`src/rtl/df_ctrl_pkg.sv`:
```
// Shared definitions for the dataflow actor controllers: actor return codes and FSM state encoding.
package df_ctrl_pkg;

  localparam logic [31:0] RET_IDLE           = 32'd0;
  localparam logic [31:0] RET_WAIT_PREDICATE = 32'd1;
  localparam logic [31:0] RET_WAIT_INPUT     = 32'd2;
  localparam logic [31:0] RET_WAIT_OUTPUT    = 32'd3;
  localparam logic [31:0] RET_WAIT_GUARD     = 32'd4;
  localparam logic [31:0] RET_EXECUTED       = 32'd5;

  typedef enum logic [2:0] {
    ST_IDLE      = 3'd0,
    ST_START     = 3'd1,
    ST_WAIT_DONE = 3'd2,
    ST_EVAL      = 3'd3,
    ST_WAIT_IN   = 3'd4
  } state_e;

endpackage

```
`src/rtl/df_controller_mc.sv`:
```
// Multi-input dataflow actor controller: launches an ap_ctrl_hs core repeatedly and
// uses the registered return code to re-fire, wait for input, retry, or go idle.
//
// state     | meaning
// IDLE      | nothing running, waiting for ap_start
// START     | core_start high until the core accepts it
// WAIT_DONE | core running, waiting for core_done
// EVAL      | one cycle deciding on ret_q
// WAIT_IN   | actor reported missing input, waiting for a masked port
module df_controller_mc
  import df_ctrl_pkg::*;
#(
  parameter int unsigned           NUM_INPUTS  = 1,
  parameter int unsigned           RET_W       = 32,
  parameter logic [NUM_INPUTS-1:0] INPUT_MASK  = '1,
  parameter int unsigned           MAX_RETRIES = 0,
  parameter int unsigned           CNT_W       = 32
) (
  input  logic                  clk,
  input  logic                  rst,
  input  logic                  ap_start,
  output logic                  core_start,
  input  logic                  core_ready,
  input  logic                  core_done,
  input  logic [RET_W-1:0]      core_return,
  input  logic [NUM_INPUTS-1:0] available_data,
  input  logic                  others_executing,
  output logic                  executing,
  output logic                  idle,
  output logic [CNT_W-1:0]      fire_count
);

  localparam int unsigned RC_W = (MAX_RETRIES == 0) ? 1 : $clog2(MAX_RETRIES + 1);
  localparam logic [RC_W-1:0] RETRY_LIMIT = (MAX_RETRIES == 0) ? '1 : RC_W'(MAX_RETRIES);

  state_e            state_q, state_d;
  logic [RET_W-1:0]  ret_q, ret_d;
  logic [RC_W-1:0]   retry_q, retry_d;
  logic [CNT_W-1:0]  fire_q, fire_d;
  logic              avail;
  logic              retry_ok;

  assign avail    = |(available_data & INPUT_MASK);
  assign retry_ok = (MAX_RETRIES == 0) || (retry_q < RETRY_LIMIT);

  always_comb begin
    state_d = state_q;
    ret_d   = ret_q;
    retry_d = retry_q;
    fire_d  = fire_q;
    case (state_q)
      ST_IDLE: if (ap_start) state_d = ST_START;
      ST_START: begin
        if (core_ready) begin
          if (core_done) begin
            ret_d   = core_return;
            state_d = ST_EVAL;
          end else begin
            state_d = ST_WAIT_DONE;
          end
        end
      end
      ST_WAIT_DONE: begin
        if (core_done) begin
          ret_d   = core_return;
          state_d = ST_EVAL;
        end
      end
      ST_EVAL: begin
        if (ret_q == RET_W'(RET_EXECUTED)) begin
          if (fire_q != '1) fire_d = fire_q + CNT_W'(1);
          retry_d = '0;
          state_d = ap_start ? ST_START : ST_IDLE;
        end else if (ret_q == RET_W'(RET_WAIT_INPUT)) begin
          retry_d = '0;
          state_d = ST_WAIT_IN;
        end else if (ap_start && (avail || others_executing) && retry_ok) begin
          // Unbounded mode saturates rather than wrapping back to zero.
          if (retry_q != '1) retry_d = retry_q + RC_W'(1);
          state_d = ST_START;
        end else begin
          retry_d = '0;
          state_d = ST_IDLE;
        end
      end
      ST_WAIT_IN: begin
        if (avail && ap_start) state_d = ST_START;
        else if (!avail && (!ap_start || !others_executing)) state_d = ST_IDLE;
      end
      default: state_d = ST_IDLE;
    endcase
  end

  always_ff @(posedge clk or posedge rst) begin
    if (rst) begin
      state_q <= ST_IDLE;
      ret_q   <= '0;
      retry_q <= '0;
      fire_q  <= '0;
    end else begin
      state_q <= state_d;
      ret_q   <= ret_d;
      retry_q <= retry_d;
      fire_q  <= fire_d;
    end
  end

  assign core_start = (state_q == ST_START);
  assign executing  = (state_q == ST_START) || (state_q == ST_WAIT_DONE) || (state_q == ST_EVAL);
  assign idle       = (state_q == ST_IDLE);
  assign fire_count = fire_q;

endmodule
```
`config.mk`:
```
export PLATFORM = sky130hd
export DESIGN_NAME = df_controller_mc
export DESIGN_NICKNAME = d
export VERILOG_FILES = /design/src/rtl/df_ctrl_pkg.sv /design/src/rtl/df_controller_mc.sv
export SDC_FILE = /design/constraint.sdc
export NUM_CORES = 1
export LEC_CHECK = 0
export CAP_MARGIN = 0
export CORE_MARGIN = 1
export CORE_UTILIZATION = 40
export CTS_CLUSTER_DIAMETER = 150
export CTS_CLUSTER_SIZE = 24
export DETAILED_ROUTE_END_ITERATION = 6
export GPL_TIMING_DRIVEN = 1
export HOLD_SLACK_MARGIN = 0.1
export PLACE_DENSITY = 0.67
export RECOVER_POWER = 25
export SETUP_SLACK_MARGIN = 0.05
export SLEW_MARGIN = 5
export SYNTH_ARGS = -nofsm -noshare
export SYNTH_HDL_FRONTEND = slang
export SYNTH_SLANG_ARGS = --single-unit
```
`constraint.sdc`:
```
create_clock -name clk -period 7.2 [get_ports clk]
set_clock_uncertainty 0.2 [all_clocks]
set_input_delay 1.44 -clock clk [delete_from_list [all_inputs] [get_ports clk]]
set_output_delay 1.44 -clock clk [all_outputs]
set_load 0.005 [all_outputs]
```
==> results of run 1 <==
placed cells by master, fill, tap and decap left out, types with 2 or more instances in the layout:
cell type / netlist / final
nand2_1: 13 / 13
nor4b_1: 1 / 2
xnor2_1: 27 / 27
nand2b_1: 3 / 3
nand3_1: 12 / 12
bufinv_16: 0 / 3
nand3b_1: 2 / 2
a21oi_1: 4 / 4
mux2_2: 32 / 32
dfrtp_1: 67 / 67
o21ai_0: 2 / 2
and2_1: 2 / 2
and4_1: 1 / 2
and3_1: 12 / 12
clkdlybuf4s50_1: 0 / 70
nand4_1: 18 / 18
inv_6: 0 / 2
nor3_1: 4 / 4
buf_4: 3 / 2
xor2_1: 4 / 4
nor4_2: 3 / 3
nor4_1: 3 / 3
clkbuf_8: 0 / 9
nor2_1: 8 / 8
dlygate4sd3_1: 0 / 3
worst paths after layout:
kind / cells past startpoint / end / slack [ns] / from
min in group asynchronous: 3 / ret_q[16] / 1.60 / rst
min reg2reg: 1 / fire_count[19] / 0.30 / fire_count[19]
max in group asynchronous: 3 / ret_q[30] / 4.69 / rst
max: 2 / core_start / 3.88 / state_q[1]
min: 1 / fire_count[19] / 0.30 / fire_count[19]
max reg2reg: 6 / fire_count[15] / 4.53 / ret_q[24]
where the power goes:
part           switching [mW]  internal [mW]
logic                  0.0846          0.157
clock network           0.148          0.233
registers              0.0657          0.475
total                   0.299          0.864
per-layer routing:
| metal | vias up | GRT usage | part of all wire |
|---|---|---|---|
| met4 | 0 | 0.0693 | 0.012 |
| met3 | 7 | 0.0314 | 0.033 |
| met5 | - | 0 | 0 |
| met1 | 1054 | 0.233 | 0.49 |
| met2 | 43 | 0.261 | 0.47 |
| li1 | 1036 | - | - |
kinds of logic (layout without fill, tap and decap cells):
| kind of cell | Yosys count | in the layout | synth area share |
|---|---|---|---|
| AND/OR/NAND/NOR | 89 | 89 | 0.178 |
| multiplexers | 34 | 34 | 0.126 |
| adder cells (fa/ha/maj) | 1 | 1 | 0.00412 |
| XOR/XNOR | 31 | 31 | 0.0893 |
| flip-flops | 67 | 67 | 0.552 |
| AO/OA/AOI/OAI | 12 | 12 | 0.0264 |
| buffers and inverters | 13 | 93 | 0.0251 |
registers in the layout (all words and copies together), names as in the netlist:
| register | count |
|---|---|
| fire_count | 32 |
| ret_q | 32 |
| state_q | 3 |
through the flow:
step | utilization | power, mW | hold WS [ns] | setup WS (ns)
floorplan | - | 0.717 | 0.260 | 3.88
global placement | 0.527 | 0.781 | 0.274 | 3.84
detailed placement | 0.527 | 0.793 | 0.279 | 3.77
CTS | 0.561 | 1.18 | 0.297 | 3.86
global route | 0.559 | 1.23 | 0.319 | 3.73
finish | 0.559 | 1.16 | 0.298 | 3.88
cell type report:
type | instances | area, sq um | share of cell area
repair buffers | 75 | 746 | 0.183
flip-flops and latches | 67 | 1680 | 0.411
multi-input cells | 167 | 1280 | 0.313
clock buffers | 9 | 124 | 0.0304
inverters | 2 | 7.51 | 0.00184
well taps | 99 | 124 | 0.0304
clock inverters | 7 | 124 | 0.0304
==> reports/metrics.csv, run 1 <==
metric;value;unit
status;finished clean;
power.density;285;nW/um^2
drv_cap;0;
post-route-min-period;3.32;ns
cts_max_path_buffers;2;
ys_seq_area_frac;0.552;
vdd_drop_max;0.000117;V
global_route.usage.total;0.168;
synth_top_area_frac;0.552;
dr.pass1.iters;4;
maxSlewViolCount;0;
initial_core_util;0.417;
grt_pass1_wl;10200;um
crit_family;buffers and inverters;
syn_area_per_cell;12.3;sq um
post-cts-setup-buffers;0;
cts_root_buf;clkbuf_8;
synth.cell_area;3040;sq um
port_buffers;73;
routabilityCongestion;0.724;
grt_pass1_vias;2168;
critical_path.max_stage_delay;0.55;ns
worstSetupStartpointType;flop;
end_kind;output pin;
wl_per_cell;14.4;um
tns;0;ns
dieArea;7950;sq um
clock_latency;0.33;ns
cellLeakagePower;1.70;nW
grt_antenna_before_repair;0;
min_period_over_period;0.461;
relSlewSlack;0.459;
ys_ff_latch;67;
setup_violations;0;
numCtsBuffers;9;
async_flop_share;1.00;
finalHoldViolCount;0;
yosys.cell_types.count;40;
hpwl;4340;um
final_area;4080;sq um
drive_gt1_frac;0.168;
yosysMostFrequentCell;dfrtp_1;
cts_tree;done;
synthTopCellsByArea;dfrtp_1, mux2_2, xnor2_1;
synth_cells;247;
vias;2140;
yosysWarnings;0;
area_delta_synth_final;34.2;%
worst_ep_arrival_time;1.68;ns
drt_iter0_markers;83;
synth_edf_count;0;
h-tree-depth;3;
die_h;89.2;um
cts_resized;0;
via_per_inst;5.02;
worst-setup-path-type;reg2out;
cp_num_buf_inv;1;
nNetsFinal;362;
critPathSlowestCell;clkdlybuf4s50_1;
drtAntennaViolNets;0;
finalNonFillerCells;426;
hp-class;reg2reg;
rsz0062_at_grt;no;
cp_data_required_time;5.56;ns
synth_ff_type;dfrtp_1;
path_clk_slew;0.08;ns
dp_cells;410;
drc;0;
fmaxAchievable;301;MHz
place_area;3840;sq um
synth_common_cells;dfrtp_1, mux2_2, xnor2_1, nand4_1, nand2_1;
clkSinkCount;67;
fp-row-count;31;
pin_count;74;
diodes;0;
die_x;89.2;um
critPathMaxFanout;10;
path_cells;nor3b_1 > clkdlybuf4s50_1;
syn-num-nets;287;
grt-ovfl-total;0;
grt_max_degree;68;
fill_cells;666;
worst_pin_slew;0.811;ns
yosysTopAreaCell;dfrtp_1;
wirelength;6130;um
cts_hold_buf;0;
core_area;7290;sq um
Note: power is estimated with default switching activity, not from simulation.
==> run 2: changes to the inputs <==
==> constraint.sdc (replaced) <==
create_clock -name clk -period 3.16 [get_ports clk]
set_clock_uncertainty 0.2 [all_clocks]
set_input_delay 0.632 -clock clk [delete_from_list [all_inputs] [get_ports clk]]
set_output_delay 0.632 -clock clk [all_outputs]
set_load 0.005 [all_outputs]
==> run 2 against run 1 <==
Against the previous run: via count grew 0.28%; final area shrank 0.80%; global-route usage shrank 0.069 points; die area is the same; sequential share of layout area grew 0.33 points; first-iteration DRC count shrank 1.2%; combinational power grew 130%; clock power grew 83%; count of clock-buffer cells in the layout is the same; sequential power grew 130%; total power grew 110%; highest routed layer unchanged.
==> reports/metrics.csv, run 2 (synthesized netlist as in run 1, its figures left out) <==
metric;value;unit
status;finished clean;
total_power;2.48;mW
diodes;0;
clkSinkCount;67;
cp_data_required_time;2.33;ns
cts_root_buf;clkbuf_8;
die_x;89.2;um
critical_path.max_stage_delay;0.56;ns
pin_count;74;
min_period_over_period;0.796;
grt_pass1_wl;10100;um
post-cts-setup-buffers;0;
final_area;4050;sq um
worst_ep_arrival_time;1.68;ns
hp-class;reg2reg;
fp-row-count;31;
fill_cells;667;
fmaxAchievable;398;MHz
finalHoldViolCount;0;
p_int;1.81;mW
post-route-min-period;2.52;ns
dr.pass1.iters;4;
power.density;614;nW/um^2
p_sw_frac;0.272;
p_clk_frac;0.281;
critPathMaxFanout;10;
grt_antenna_before_repair;0;
drtAntennaViolNets;0;
grt_pass1_vias;2114;
wirelength;6040;um
rsz0062_at_grt;no;
h-tree-depth;3;
dieArea;7950;sq um
vdd_drop_max;0.000226;V
path_clk_slew;0.07;ns
p_switching;677;uW
finalNonFillerCells;427;
die_h;89.2;um
via_per_inst;5.03;
worstSetupStartpointType;flop;
clock_latency;0.33;ns
critPathSlowestCell;clkdlybuf4s50_1;
cts_hold_buf;0;
numCtsBuffers;9;
nNetsFinal;363;
grt_max_degree;33;
postLayoutCoreUtil;0.555;
worst-setup-path-type;reg2out;
path_cells;nor3b_1 > clkdlybuf4s50_1;
routabilityCongestion;0.724;
maxSlewViolCount;0;
fin_hold_ws;0.294;ns
layout_common_cells;clkdlybuf4s50_1, dfrtp_1, mux2_2;
end_kind;output pin;
pwr-share-comb;0.222;
drc;0;
dp_cells;411;
relSlewSlack;0.356;
seqPwrFrac;0.497;
area_delta_synth_final;33.1;%
tns;0;ns
drv_cap;0;
vias;2146;
core_area;7290;sq um
hpwl;4340;um
global_route.usage.total;0.168;
initial_core_util;0.417;
setup_violations;0;
pre_cts_ws;0.556;ns
layout_commonest_cell;clkdlybuf4s50_1;
cts_resized;0;
cellLeakagePower;1.67;nW
place_area;3850;sq um
layout_setup_ws;0.645;ns
grt-ovfl-total;0;
drive_gt1_frac;0.177;
cts_tree;done;
cts_max_path_buffers;2;
wl_per_cell;14.1;um
drt_iter0_markers;82;
port_buffers;73;
worst_pin_slew;0.965;ns
==> run 2: layer usage <==
metal | GRT usage | wire length, um
met3 | 0.0332 | 261
met5 | 0 | 0
met2 | 0.258 | 2740
met4 | 0.0649 | 65
met1 | 0.235 | 2970
==> run 2: power groups by stage <==
stage / Clock [mW] / Sequential (mW) / Combinational [mW]
2_1_floorplan: 0 / 1.19 / 0.446
3_3_place_gp: 0 / 1.24 / 0.540
3_5_place_dp: 0 / 1.25 / 0.556
4_1_cts: 0.722 / 1.23 / 0.558
5_1_grt: 0.769 / 1.27 / 0.607
6_report: 0.698 / 1.24 / 0.550
==> run 2: cell type report <==
| cell class | count | area (sq um) | area share |
|---|---|---|---|
| clock buffer | 9 | 124 | 0.0306 |
| clock inverter | 7 | 77.6 | 0.0192 |
| inverter | 2 | 7.51 | 0.00186 |
| multi-input combinational | 167 | 1290 | 0.318 |
| sequential | 67 | 1680 | 0.414 |
| tap | 99 | 124 | 0.0306 |
| timing repair buffer | 76 | 751 | 0.186 |
==> run 2: critical path: cells and delay by family, from the launching register on <==
kind | cells | cell delay [ns]
flops | 1 | 0.48
buf+inv | 1 | 0.56
simple gates | 1 | 0.32
==> run 2: path summary, 6_finish.rpt <==
| check | end | cells past startpoint | from | slack, ns |
|---|---|---|---|---|
| max | core_start | 2 | state_q[1] | 0.64 |
| min | fire_count[22] | 1 | fire_count[22] | 0.29 |
| max reg2reg | fire_count[21] | 6 | ret_q[24] | 0.72 |
| min reg2reg | fire_count[22] | 1 | fire_count[22] | 0.29 |
| max in group asynchronous | fire_count[27] | 3 | rst | 0.97 |
| min in group asynchronous | fire_count[4] | 2 | rst | 0.76 |
==> variant (flow settings as in run 2) <==
The 5 states of `state_e` get a one-hot encoding in 5 bits.
--- a/src/rtl/df_ctrl_pkg.sv
+++ b/src/rtl/df_ctrl_pkg.sv
@@ -8,12 +8,12 @@
   localparam logic [31:0] RET_WAIT_GUARD     = 32'd4;
   localparam logic [31:0] RET_EXECUTED       = 32'd5;
 
-  typedef enum logic [2:0] {
-    ST_IDLE      = 3'd0,
-    ST_START     = 3'd1,
-    ST_WAIT_DONE = 3'd2,
-    ST_EVAL      = 3'd3,
-    ST_WAIT_IN   = 3'd4
+  typedef enum logic [4:0] {
+    ST_IDLE      = 5'b00001,
+    ST_START     = 5'b00010,
+    ST_WAIT_DONE = 5'b00100,
+    ST_EVAL      = 5'b01000,
+    ST_WAIT_IN   = 5'b10000
   } state_e;
 
 endpackage
Formal check against the unedited RTL: same outputs for any inputs over 10 cycles, from zero or initial values and one cycle with rst high; not proved beyond that.
==> variant against run 2 <==
- first-iteration DRC count increased by 32%
- global-route usage grew 1.2 points
- cell area grew 9.2%
- total power is 0.43% lower
- sequential cell count up 2
- worst setup slack got worse by 370 ps
- largest power group unchanged
- critical path type unchanged
- routed wire length is 18% higher
- non-clock buffer count is 4 higher
- synthesized area is 12% higher
- critical endpoint unchanged
- largest cell class unchanged
==> variant: results (changes against run 2) <==
status: finished, final reports clean (unchanged)
delay-heaviest family, CP: simple AND/OR/NAND/NOR gates (was buffers and inverters)
reg2reg start: ret_q[12] (was ret_q[24])
post_cts resized: 0 (unchanged)
adder-cell share of the synthesized area: 0.003683 (was 0.004117)
hold wc startpoint: fire_count[9] (was fire_count[22])
Mapped Nets: 335 (was 287)
Synth Area in XOR/XNOR: 0.07735 (was 0.08934)
static leakage power: 0.001773 uW (was 0.001672 uW)
Compound-Gate Fraction of Synth Area: 0.03131 (was 0.02635)
DR vias/cell: 5.293 (was 5.026)
Iteration-0 DRC Markers: 108 (was 82)
Routed WL: 7.130 mm (was 6.037 mm)
share of cells above drive strength 1: 0.1847 (was 0.1768)
VDD IR-drop max: 0.3532 mV (was 0.2263 mV)
DP HPWL: 5.131 mm (was 4.337 mm)
Fillers: 720 (was 667)
Cell variety after synth: 46 (was 40)
Arr. time, crit path: 2060 ps (was 1680 ps)
Max Cap Viol: 0 (unchanged)
Slew HR: 0.3433 (was 0.3560)
Max stage delay on crit path: 580 ps (was 560 ps)
Seq/Total Area, Yosys: 0.5087 (was 0.5517)
CP startpoint: state_q[3] (was state_q[1])
Total Routing Usage GR: 0.1801 (was 0.1677)
top cell types by occurrence after synthesis: dfrtp_1, mux2_2, xnor2_1, nand3_1, nand4_1 (was dfrtp_1, mux2_2, xnor2_1, nand4_1, nand2_1)
Critical Path Fanout Max: 9 (was 10)
vias in the first global route: 2476 (was 2114)
post-synthesis mux area share: 0.1193 (was 0.1256)
first-pass GRT wire length: 12.27 mm (was 10.06 mm)
synth top area cells: dfrtp_1, mux2_2, xnor2_1, nand4_1, nand3_1 (was dfrtp_1, mux2_2, xnor2_1, nand4_1, and3_1)
nets@finish: 414 (was 363)
largest net degree at the start of global routing: 41 (was 33)
placer's final routability congestion estimate: 0.7400 (was 0.7239)
-- variant: cell types whose count changed after synthesis, sizes merged, moves of 4 or more --
cell    delta
nor4       +5
nand3     +12
clkbuf     -4
buf        +5
nor2       +7
inv        +4
xor2       -4
-- variant: worst register-to-register path, delay by kind of cell (launching register included) --
family / cells / cell delay (ps)
simple gates: 4 / 1750
xor+xnor: 1 / 160
flops: 1 / 380
-- variant: report_power, final --
group          switching [uW]  total, uW  leakage, uW  internal, uW
sequential                159       1270     0.000902          1110
combinational             191        543     0.000777           352
clock                     337        664    0.0000953           327
-- variant: cell type report --
| type | instances | area share |
|---|---|---|
| Timing Repair Buffer | 80 | 0.1768 |
| Inverter | 6 | 0.005099 |
| Clock buffer | 11 | 0.03428 |
| Clock inverter | 5 | 0.007932 |
| Multi-Input combinational cell | 208 | 0.3550 |
| Sequential cell | 69 | 0.3912 |
| Tap cell | 105 | 0.02975 |
-- variant: layer usage --
layer  up-vias  global-route usage  routed length, um
met5         -                   0                  0
met4         0             0.07051                140
met3        10             0.04288                240
met2        51              0.2748               3439
met1      1264              0.2456               3309
li1       1237                   -                  -
-- variant: worst paths after layout --
path                                   to  slack (ps)  cells past startpoint
hold / removal              fire_count[9]         300                      1
min in group asynchronous   fire_count[8]         530                      2
hold reg to reg             fire_count[9]         300                      1
setup / recovery               core_start         270                      4
max in group asynchronous        ret_q[4]         920                      3
setup reg to reg           fire_count[17]         570                      5
-- variant: through the flow --
step / hold WS [ps] / std cells / total power, uW / area (um2) / setup WS (ps)
6_report: 300.5 / 484 / 2474 / 4417 / 271.1
5_1_grt: 317.6 / 484 / 2628 / 4417 / 61.63
4_1_cts: 304.3 / 484 / 2502 / 4432 / 236.6
3_5_place_dp: 294.7 / 468 / 1833 / 4245 / 472.3
3_3_place_gp: 281.5 / 468 / 1807 / 4245 / 457.3
2_1_floorplan: 279.8 / 295 / 1649 / 3397 / 589.8
-- variant: cells by family after synthesis --
| group | Yosys count |
|---|---|
| flops | 69 |
| fa+ha+maj | 1 |
| compound gates | 15 |
| mux | 36 |
| buf+inv | 18 |
| simple gates | 126 |
| xor+xnor | 30 |
